### config.mk
export PLATFORM = sky130hd
export DESIGN_NAME = instr_fetch_seq
export DESIGN_NICKNAME = d
export VERILOG_FILES = /design/src/rtl/instr_fetch_seq.sv
export SDC_FILE = /design/constraint.sdc
export NUM_CORES = 1
export LEC_CHECK = 0
export CAP_MARGIN = 25
export CORE_ASPECT_RATIO = 1.2
export CORE_MARGIN = 3
export CORE_UTILIZATION = 40
export DETAILED_ROUTE_END_ITERATION = 10
export GPL_TIMING_DRIVEN = 1
export PLACE_DENSITY = 0.78
export SETUP_SLACK_MARGIN = 0.15
export SYNTH_ARGS = -nofsm -noshare
export SYNTH_HDL_FRONTEND = slang
export SYNTH_SLANG_ARGS = --single-unit
### constraint.sdc
create_clock -name clk -period 2.2 [get_ports clk]
set_clock_uncertainty 0.2 [all_clocks]
set_input_delay 0.33 -clock clk [delete_from_list [all_inputs] [get_ports clk]]
set_output_delay 0.33 -clock clk [all_outputs]
set_load 0.02 [all_outputs]
### src/rtl/instr_fetch_seq.sv
// Instruction fetch/issue sequencer: PC, imem read, {opcode, operand} issue and branch redirect.
// Build option FETCH_PERF_CNT_EN adds a saturating retired-instruction counter (retired_cnt).
module instr_fetch_seq #(
  parameter int          PC_WIDTH   = 10,
  parameter int          OPND_WIDTH = 4,
  parameter logic [4:0]  HALT_OP    = 5'b11111
) (
  input  logic                    clk,
  input  logic                    reset,
  input  logic                    start,
  output logic                    imem_rd,
  output logic [PC_WIDTH-1:0]     imem_addr,
  input  logic [4+OPND_WIDTH:0]   imem_data,
  input  logic                    stall,
  input  logic                    br_or_jump,
  input  logic                    br_taken,
  input  logic [PC_WIDTH-1:0]     br_target,
  output logic [4:0]              opcode,
  output logic [OPND_WIDTH-1:0]   operand,
  output logic                    instr_valid,
  output logic [PC_WIDTH-1:0]     pc,
  output logic                    halted
`ifdef FETCH_PERF_CNT_EN
  ,
  output logic [15:0]             retired_cnt
`endif
);

  typedef enum logic [2:0] {
    S_IDLE,
    S_FETCH,
    S_WAIT,
    S_ISSUE,
    S_HALT
  } state_t;

  state_t                  state_reg, state_next;
  logic [PC_WIDTH-1:0]     pc_reg, pc_next;
  logic [4:0]              opcode_reg, opcode_next;
  logic [OPND_WIDTH-1:0]   operand_reg, operand_next;
  logic                    halted_reg, halted_next;
  logic                    retire;
  logic                    start_ack;

  always_ff @(posedge clk) begin
    if (reset) begin
      state_reg   <= S_IDLE;
      pc_reg      <= '0;
      opcode_reg  <= '0;
      operand_reg <= '0;
      halted_reg  <= 1'b0;
    end else begin
      state_reg   <= state_next;
      pc_reg      <= pc_next;
      opcode_reg  <= opcode_next;
      operand_reg <= operand_next;
      halted_reg  <= halted_next;
    end
  end

  always_comb begin
    state_next   = state_reg;
    pc_next      = pc_reg;
    opcode_next  = opcode_reg;
    operand_next = operand_reg;
    halted_next  = halted_reg;
    retire       = 1'b0;
    start_ack    = 1'b0;
    case (state_reg)
      S_IDLE: begin
        if (start) begin
          start_ack  = 1'b1;
          pc_next    = '0;
          state_next = S_FETCH;
        end
      end
      S_FETCH: state_next = S_WAIT;
      S_WAIT: begin
        // Memory data lands one cycle after the read strobe, i.e. during this state.
        opcode_next  = imem_data[OPND_WIDTH +: 5];
        operand_next = imem_data[OPND_WIDTH-1:0];
        state_next   = S_ISSUE;
      end
      S_ISSUE: begin
        if (!stall) begin
          if (opcode_reg == HALT_OP) begin
            halted_next = 1'b1;
            state_next  = S_HALT;
          end else begin
            retire     = 1'b1;
            state_next = S_FETCH;
            if (br_or_jump && br_taken) pc_next = br_target;
            else                        pc_next = pc_reg + PC_WIDTH'(1);
          end
        end
      end
      S_HALT: begin
        if (start) begin
          start_ack   = 1'b1;
          halted_next = 1'b0;
          pc_next     = '0;
          state_next  = S_FETCH;
        end
      end
      default: state_next = S_IDLE;
    endcase
  end

  assign imem_rd     = (state_reg == S_FETCH);
  assign imem_addr   = pc_reg;
  assign instr_valid = (state_reg == S_ISSUE);
  assign opcode      = opcode_reg;
  assign operand     = operand_reg;
  assign pc          = pc_reg;
  assign halted      = halted_reg;

`ifdef FETCH_PERF_CNT_EN
  logic [15:0] retired_cnt_reg;

  always_ff @(posedge clk) begin
    if (reset || start_ack) retired_cnt_reg <= '0;
    else if (retire && (retired_cnt_reg != 16'hFFFF)) retired_cnt_reg <= retired_cnt_reg + 16'd1;
  end

  assign retired_cnt = retired_cnt_reg;
`else
  logic unused_start_ack;
  assign unused_start_ack = start_ack;
`endif

endmodule
==> results of run 1 <==
## power breakdown
part	internal, mW	switching, mW	leakage, nW	total, mW
Sequential	0.432	0.0160	0.186	0.448
Clock	0.0707	0.123	0.0150	0.194
Combinational	0.108	0.0905	0.455	0.198
Total	0.611	0.230	0.656	0.841
## worst reg2reg max path, stage by stage (launching register included)
cell and delay, ns:
dfxtp_1 0.39, and4bb_1 0.35, o21ai_2 0.08, buf_4 0.18, or2_2 0.32, o22ai_1 0.18
## worst paths after layout
path,from,slack [ns],endpoint,depth (start not counted)
max,imem_addr[0],0.24,pc[0],1
min,halted,0.28,halted,2
max reg2reg,state_reg[2],0.44,imem_addr[3],5
min reg2reg,halted,0.28,halted,2
## routing by layer
layer  part of all wire (%)  global-route usage (%)
met5                      0                       0
met4                   0.31                    4.45
met3                    9.8                    5.81
met2                     50                    29.8
met1                     40                    20.0
## cell usage in the layout, fill, tap and decap left out, drive strengths merged, types with 2 or more instances in the layout
master,count
and2,2
dlygate4sd2,2
nand4,3
a21oi,7
nand2,14
a22oi,4
nor2,15
mux2i,9
nand3,8
o22ai,4
and4,2
dfxtp,23
clkdlybuf4s50,53
inv,6
clkbuf,4
o31a,3
o31ai,3
buf,4
a211o,2
a22o,6
## cells by family after synthesis
kind of cell | share of synthesized area, %
AO/OA/AOI/OAI | 22.0
adder cells (fa/ha/maj) | 1.02
buffers and inverters | 9.52
flip-flops | 37.7
multiplexers | 7.37
AND/OR/NAND/NOR | 22.4
## area by class of cell
cell class                 instances  area (um2)
clock buffer                       4        26.3
fill                             242        1080
sequential                        23         460
timing repair buffer              60         591
inverter                           6        22.5
multi-input combinational        100         646
tap                               34        42.5
## timing repair
item	4_1_cts	5_1_grt
endpoints found under the hold margin	0	0
setup endpoints to repair	2	2
gates resized for setup	2	1
## metrics by stage
step	utilization (%)	cells	worst slack [ns]	area, um2
CTS	62.3	227	0.206	1790
finish	62.4	227	0.236	1790
floorplan	-	144	0.479	1220
global route	62.4	227	0.153	1790
detailed placement	61.5	223	0.0846	1760
global placement	61.5	223	0.132	1760
==> summary.md, run 1 <==
| Metric | Value |
|---|---|
| Startpoint types | `register` |
| Slowest stage delay, CP | `about 0.66 ns` |
| CTS tree | `built` |
| Via count | `1,271` |
| Synth Register Bits | `23` |
| First drt pass iteration count | `4` |
| Crit path buffers/inverters | `1` |
| Max-slew violation count | `0` |
| Area contributors post-synth | `dfxtp_1, mux2i_1, buf_4` |
| Hold_ws | `roughly 0.28 ns` |
| Setup TNS | `0 ns` |
| Core area | `roughly 2900 um2` |
| Max reg flops | `10` |
| Synth Warn # | `0` |
| Syn Nets | `170` |
| Register area share after synthesis | `between 30% and 40%` |
| Primary FF master, synth | `dfxtp_1` |
| Synth Cell Area | `~1200 um2` |
| Fin. Hold Viols | `0` |
| Power Total | `roughly 0.84 mW` |
| Final period utilization | `89.3%` |
| Drt wl/cell | `between 10 and 15 um` |
| Chip height | `about 67 um` |
| Wirelength, routed | `approximately 3.2 mm` |
| Top Family by Delay on Critical Path | `buffers and inverters` |
| RSZ-0062 raised after global routing | `no` |
| Worst-path cell chain | `clkdlybuf4s50_1` |
| Io pins | `57` |
| Maximum VDD drop | `0.000349 V` |
| Initial Utilization | `a little over two fifths` |
| First-pass GRT wire length | `5.19 mm` |
| Setup Buffers After CTS | `0` |
| Fmax | `approximately 0.51 GHz` |
| Pin count of the biggest net entering global routing | `19` |
| Final min period | `1.96 ns` |
| LEAKAGE | `about 0.66 nW` |
| Initial antenna violation count | `0` |
| Die Area | `approximately 3800 um2` |
| # nets final | `between 200 and 250` |
| Worst endpoint data arrival time | `~1.4 ns` |
| GRT Resource Usage Total | `between 10% and 20%` |
| CTS root buffer | `clkbuf_4` |
| Area leader, netlist | `dfxtp_1` |
| Cts hold-fix bufs | `0` |
| Area Growth Syn to Fin | `46.3%` |
| Antenna Nets Post-Route | `0` |
| Top-count cell post-synth | `dfxtp_1` |
| Buffers from clock root to sink, at most | `2` |
| Max_cap viols | `0` |
| Status | `completed` |
| Residual DRC | `0` |
| H-tree depth | `1` |
| Yosys top cell area share | `37.7%` |
| Cell Rows | `21` |
| Gr ovfl total | `0` |
| Crit Path Class | `reg2out` |
| Tightest Pin Transition | `between 0.5 and 0.6 ns` |
| WP data required | `1.67 ns` |
| Post-Syn Area per Cell | `between 8 and 9 um2` |
| Port Buffers | `56` |
| PD cells | `~470 nW/um2` |
| Leading post-synthesis cells by instance count | `dfxtp_1, nand2_1, nor2_1` |
| Vias in the first global route | `~1.1k` |
| Clk_lat worst skew | `0.31 ns` |
| Synth Instances | `144` |
| Drt via density | `5.60` |
| Clock transition at path regs | `~0.12 ns` |
| Layout cells sized above 1 | `under 10%` |
| Post-synth EDFFs | `0` |
| CP Max Fanout | `8` |
| GPL Wtd Cong | `around 0.88` |
| Slew headroom | `61.4%` |
| Die width | `roughly 56 um` |
| Cts bufs inserted | `3` |
| Asr flop ratio synth | `0%` |
| DRT iter0 DRCs | `33` |
| Crit end category | `output pin` |
| Distinct cell type count of the synthesized netlist | `37` |
| Setup violators final | `0` |
| CP max stage cell | `clkdlybuf4s50_1` |
| # diodes | `0` |
| CTS sink count | `23` |
| Hpwl dp | `around 2.5 mm` |
| Worst Hold Class | `reg2reg` |
Power figures use the tool's default switching activity.
==> inputs of run 2 (changes only) <==
==> constraint.sdc (replaced) <==
create_clock -name clk -period 2.1 [get_ports clk]
set_clock_uncertainty 0.2 [all_clocks]
set_input_delay 0.42 -clock clk [delete_from_list [all_inputs] [get_ports clk]]
set_output_delay 0.42 -clock clk [all_outputs]
set_load 0.02 [all_outputs]
==> summary.md, run 2 (same netlist as run 1, synthesis figures left out) <==
| Metric | Value |
|---|---|
| Status | `completed` |
| CTS root buffer | `clkbuf_4` |
| Commonest non-fill, non-tap cells in the layout | `clkdlybuf4s50_1, dlygate4sd2_1, dfxtp_1` |
| Crit Path Class | `reg2out` |
| Buffers from clock root to sink, at most | `2` |
| Initial antenna violation count | `0` |
| Crit path buffers/inverters | `1` |
| Power Total | `roughly 0.88 mW` |
| Setup violators final | `0` |
| Drt wl/cell | `roughly 14 um` |
| Layout cells sized above 1 | `about 7.2%` |
| CTS sink count | `23` |
| GRT Resource Usage Total | `approximately 17%` |
| CTS tree | `built` |
| Wirelength, routed | `approximately 3.3 mm` |
| Tightest Pin Transition | `roughly 0.57 ns` |
| RSZ-0062 raised after global routing | `no` |
| Vias in the first global route | `between 1k and 1.5k` |
| Io pins | `57` |
| Final min period | `1.91 ns` |
| FILL cells | `267` |
| WP data required | `between 1 and 1.5 ns` |
| H-tree depth | `1` |
| Critical path depth in cells | `1` |
| Cell Rows | `21` |
| Fin. Hold Viols | `0` |
| Worst Hold Class | `reg2reg` |
| Core area | `roughly 2900 um2` |
| Hpwl dp | `between 2 and 3 mm` |
| Max reg flops | `10` |
| Gr ovfl total | `0` |
| Port Buffers | `56` |
| Initial Utilization | `between 40% and 50%` |
| Area Growth Syn to Fin | `44.6%` |
| Top Family by Delay on Critical Path | `buffers and inverters` |
| Commonest non-fill, non-tap cell in the layout | `clkdlybuf4s50_1` |
| Fmax | `around 0.52 GHz` |
| Hold Crit Depth | `2` |
| Max_cap viols | `0` |
| Die Area | `3760 um2` |
| GPL Wtd Cong | `slightly below 0.9` |
| Residual DRC | `0` |
| Clk_lat worst skew | `slightly above 0.3 ns` |
| Clock transition at path regs | `between 0.1 and 0.15 ns` |
| Worst-path cell chain | `clkdlybuf4s50_1` |
| Antenna Nets Post-Route | `0` |
| Final period utilization | `90.8%` |
| Cells on worst reg2reg path | `5` |
| Chip height | `about 67 um` |
| Max-slew violation count | `0` |
| CP max stage cell | `clkdlybuf4s50_1` |
| Slowest stage delay, CP | `0.62 ns` |
| Drt via density | `approximately 5.6` |
| R2R Setup Slk | `about 0.36 ns` |
| Cts bufs inserted | `3` |
| LEAKAGE | `0.800 nW` |
| Cts hold-fix bufs | `0` |
| Maximum VDD drop | `roughly 0.00046 V` |
| Die width | `56.5 um` |
| Hold_ws | `between 0.2 and 0.3 ns` |
| First drt pass iteration count | `4` |
| CP Max Fanout | `2` |
| # nets final | `between 200 and 250` |
| Crit end category | `output pin` |
| Via count | `1,271` |
| First-pass GRT wire length | `between 5 and 6 mm` |
| Slew headroom | `between 60% and 70%` |
| DRT iter0 DRCs | `40` |
| Startpoint types | `register` |
| # diodes | `0` |
| Worst endpoint data arrival time | `~1.3 ns` |
| PD cells | `approximately 500 nW/um2` |
| Pin count of the biggest net entering global routing | `19` |
## run 2: per-layer routing
layer | track usage, % | part of all wire (%)
met2 | 32.1 | 50
met4 | 5.64 | 0.43
met5 | 0 | 0
met1 | 19.2 | 40
met3 | 4.65 | 9.5
## run 2: what timing repair did
item                                    4_1_cts  5_1_grt
resized for setup                            25        7
setup buffers                                 0        0
endpoints found under the setup margin       25        5
## run 2: cell type report
type | instances | area, um2 | area share (%)
Sequential cell | 23 | 460 | 26.0
Multi-Input combinational cell | 100 | 646 | 36.5
Timing Repair Buffer | 61 | 571 | 32.3
Clock buffer | 4 | 26.3 | 1.49
Inverter | 6 | 22.5 | 1.27
Tap cell | 34 | 42.5 | 2.41
## run 2: worst min-delay path, cell delays in order (launching register included)
cell     delay [ns]
dfxtp_1        0.33
nand2_1        0.05
a21oi_1        0.05
## run 2: metrics by stage
stage	instances	utilization, %	instance area (um2)	worst slack (ns)	setup TNS, ns
detailed placement	224	61.8	1770	-0.105	-0.631
finish	228	61.7	1770	0.194	0
floorplan	144	-	1220	0.378	0
global placement	224	61.8	1770	-0.0594	-0.334
global route	228	61.7	1770	0.150	0
CTS	228	61.6	1760	0.156	0
## run 2: worst paths after layout
path,startpoint,to
max reg2reg,imem_addr[0],imem_addr[6]
max,operand[0],operand[0]
min reg2reg,halted,halted
min,halted,halted
## run 2: power by group
part,internal (mW),switching [mW],leakage [nW],total [mW]
clock network,0.0742,0.132,0.0150,0.206
logic,0.108,0.0957,0.599,0.203
registers,0.453,0.0169,0.186,0.470
==> inputs of run 3 (changes only) <==
--- a/config.mk
+++ b/config.mk
@@ -13,6 +13,8 @@
 export GPL_TIMING_DRIVEN = 1
 export PLACE_DENSITY = 0.78
 export SETUP_SLACK_MARGIN = 0.15
+export SKIP_CTS_REPAIR_TIMING = 1
+export SLEW_MARGIN = 0
 export SYNTH_ARGS = -nofsm -noshare
 export SYNTH_HDL_FRONTEND = slang
 export SYNTH_SLANG_ARGS = --single-unit
==> constraint.sdc (replaced) <==
create_clock -name clk -period 2.22 [get_ports clk]
set_clock_uncertainty 0.2 [all_clocks]
set_input_delay 0.444 -clock clk [delete_from_list [all_inputs] [get_ports clk]]
set_output_delay 0.444 -clock clk [all_outputs]
set_load 0.02 [all_outputs]
==> summary.md, run 3 (same netlist as run 1, synthesis figures left out) <==
| Metric | Value |
|---|---|
| CP max stage cell | `clkdlybuf4s50_1` |
| CP Max Fanout | `5` |
| Status | `completed` |
| Gr ovfl total | `0` |
| First drt pass iteration count | `5` |
| Fin. Hold Viols | `0` |
| # diodes | `0` |
| First-pass GRT wire length | `roughly 5.5 mm` |
| Hpwl dp | `around 2.5 mm` |
| Post-Layout Cell Count | `~230` |
| LEAKAGE | `roughly 0.92 nW` |
| Critical Path End | `imem_addr[8]` |
| RSZ-0062 raised after global routing | `no` |
| Port Buffers | `56` |
| GPL Wtd Cong | `0.882` |
| Buffers from clock root to sink, at most | `2` |
| Clk_lat worst skew | `0.31 ns` |
| CTS sink count | `23` |
| Max reg flops | `10` |
| R2R Setup Slk | `between 0.4 and 0.5 ns` |
| Layout cells sized above 1 | `about 6.3%` |
| Fmax | `between 0.4 and 0.5 GHz` |
| Drt wl/cell | `14.4 um` |
| Initial Utilization | `42.7%` |
| DP Area | `approximately 1800 um2` |
| Cts bufs inserted | `3` |
| DRT iter0 DRCs | `between 40 and 50` |
| CTS root buffer | `clkbuf_4` |
| Io pins | `57` |
| Wirelength, routed | `about 3.3 mm` |
| Multi-input logic area | `between 600 and 700 um2` |
| Reg area | `462 um2` |
| CP Launch Point | `imem_addr[8]` |
| Final min period | `a little over 2 ns` |
| CTS tree | `built` |
| Final Util | `around 64%` |
| Cells on worst reg2reg path | `5` |
| Clock transition at path regs | `~0.12 ns` |
| Cell Rows | `21` |
| Tightest Pin Transition | `approximately 0.56 ns` |
| Power Total | `around 0.83 mW` |
| Setup violators final | `0` |
| FILL cells | `approximately 250` |
| Final period utilization | `about nine tenths` |
| Core area | `between 2000 and 3000 um2` |
| Crit Path Class | `reg2out` |
| Initial antenna violation count | `0` |
| Residual DRC | `0` |
| Commonest non-fill, non-tap cell in the layout | `clkdlybuf4s50_1` |
| H-tree depth | `1` |
| Worst endpoint data arrival time | `roughly 1.4 ns` |
| Worst-path cell chain | `clkdlybuf4s50_1` |
| Pin count of the biggest net entering global routing | `19` |
| Area Growth Syn to Fin | `49.2%` |
| Via count | `1,263` |
| Worst Hold Class | `reg2reg` |
| WP data required | `around 1.6 ns` |
| Chip height | `approximately 67 um` |
| Critical path depth in cells | `1` |
| Die width | `56.5 um` |
| Worst r2r src | `state_reg[0]` |
| Startpoint types | `register` |
| Maximum VDD drop | `roughly 0.0003 V` |
| Commonest non-fill, non-tap cells in the layout | `clkdlybuf4s50_1, dfxtp_1, dlymetal6s2s_1` |
| Drt via density | `about 5.6` |
| DP Cell Count | `222` |
| Vias in the first global route | `~1.2k` |
| Setup TNS | `0 ns` |
| PD cells | `between 400 and 500 nW/um2` |
| Post-route cell area | `1820 um2` |
| GRT Resource Usage Total | `a little under a fifth` |
| Top Family by Delay on Critical Path | `buffers and inverters` |
| Antenna Nets Post-Route | `0` |
| Crit end category | `output pin` |
| Slowest stage delay, CP | `0.63 ns` |
| Place WS | `-0.0231 ns` |
| Slew headroom | `a little over three fifths` |
| Crit path buffers/inverters | `1` |
| Final worst slack | `0.205 ns` |
| Die Area | `roughly 3800 um2` |
| Hold_ws | `0.268 ns` |
| Reg-to-reg endpoint | `imem_addr[3]` |
| Max_cap viols | `0` |
| Max-slew violation count | `0` |
| # nets final | `~220` |
run 3: changes by cell type in the layout (fill, tap and decap cells not counted):
cell	delta
dlygate4sd2_1	-24
dlymetal6s2s_1	+13
clkdlybuf4s50_1	+12
buf_4	-2
and4bb_1	+1
and4bb_2	-1
clkbuf_2	-1
dfxtp_1	-1
dfxtp_2	+1
nor2_1	-1
nor2_2	+1
run 3: worst min path at each step:
| stage | start | endpoint | slack (ns) | cells after the start |
|---|---|---|---|---|
| after detailed placement | halted | halted | 0.25 | 2 |
| after floorplan | state_reg[2] | state_reg[1] | 0.30 | 1 |
| final | halted | halted | 0.27 | 2 |
| after CTS | halted | halted | 0.27 | 2 |
| after global routing | halted | halted | 0.32 | 2 |
| after global placement | halted | halted | 0.25 | 2 |
run 3: where the power goes:
group	internal [mW]	total [mW]	switching (mW)
logic	0.105	0.194	0.0899
clock network	0.0702	0.194	0.124
registers	0.428	0.445	0.0163
run 3: per-layer routing:
| metal | global-route usage, % | up-vias | wire (um) |
|---|---|---|---|
| met1 | 21.0 | 577 | 1270 |
| met4 | 8.31 | 0 | 42 |
| met5 | 0 | - | 0 |
| met2 | 31.1 | 64 | 1610 |
| met3 | 4.46 | 4 | 335 |
| li1 | - | 618 | - |
run 3: area by class of cell:
cell class                      instances  share of cell area, %
Multi-Input combinational cell        100                   35.5
Inverter                                6                   1.23
Clock buffer                            4                   1.44
Sequential cell                        23                   25.3
Timing Repair Buffer                   59                   34.2
Tap cell                               34                   2.33
run 3: worst min-delay path, cell delays in order, from the launching register on:
cell	delay [ns]
dfxtp_1	0.33
nand2_1	0.05
a21oi_1	0.05
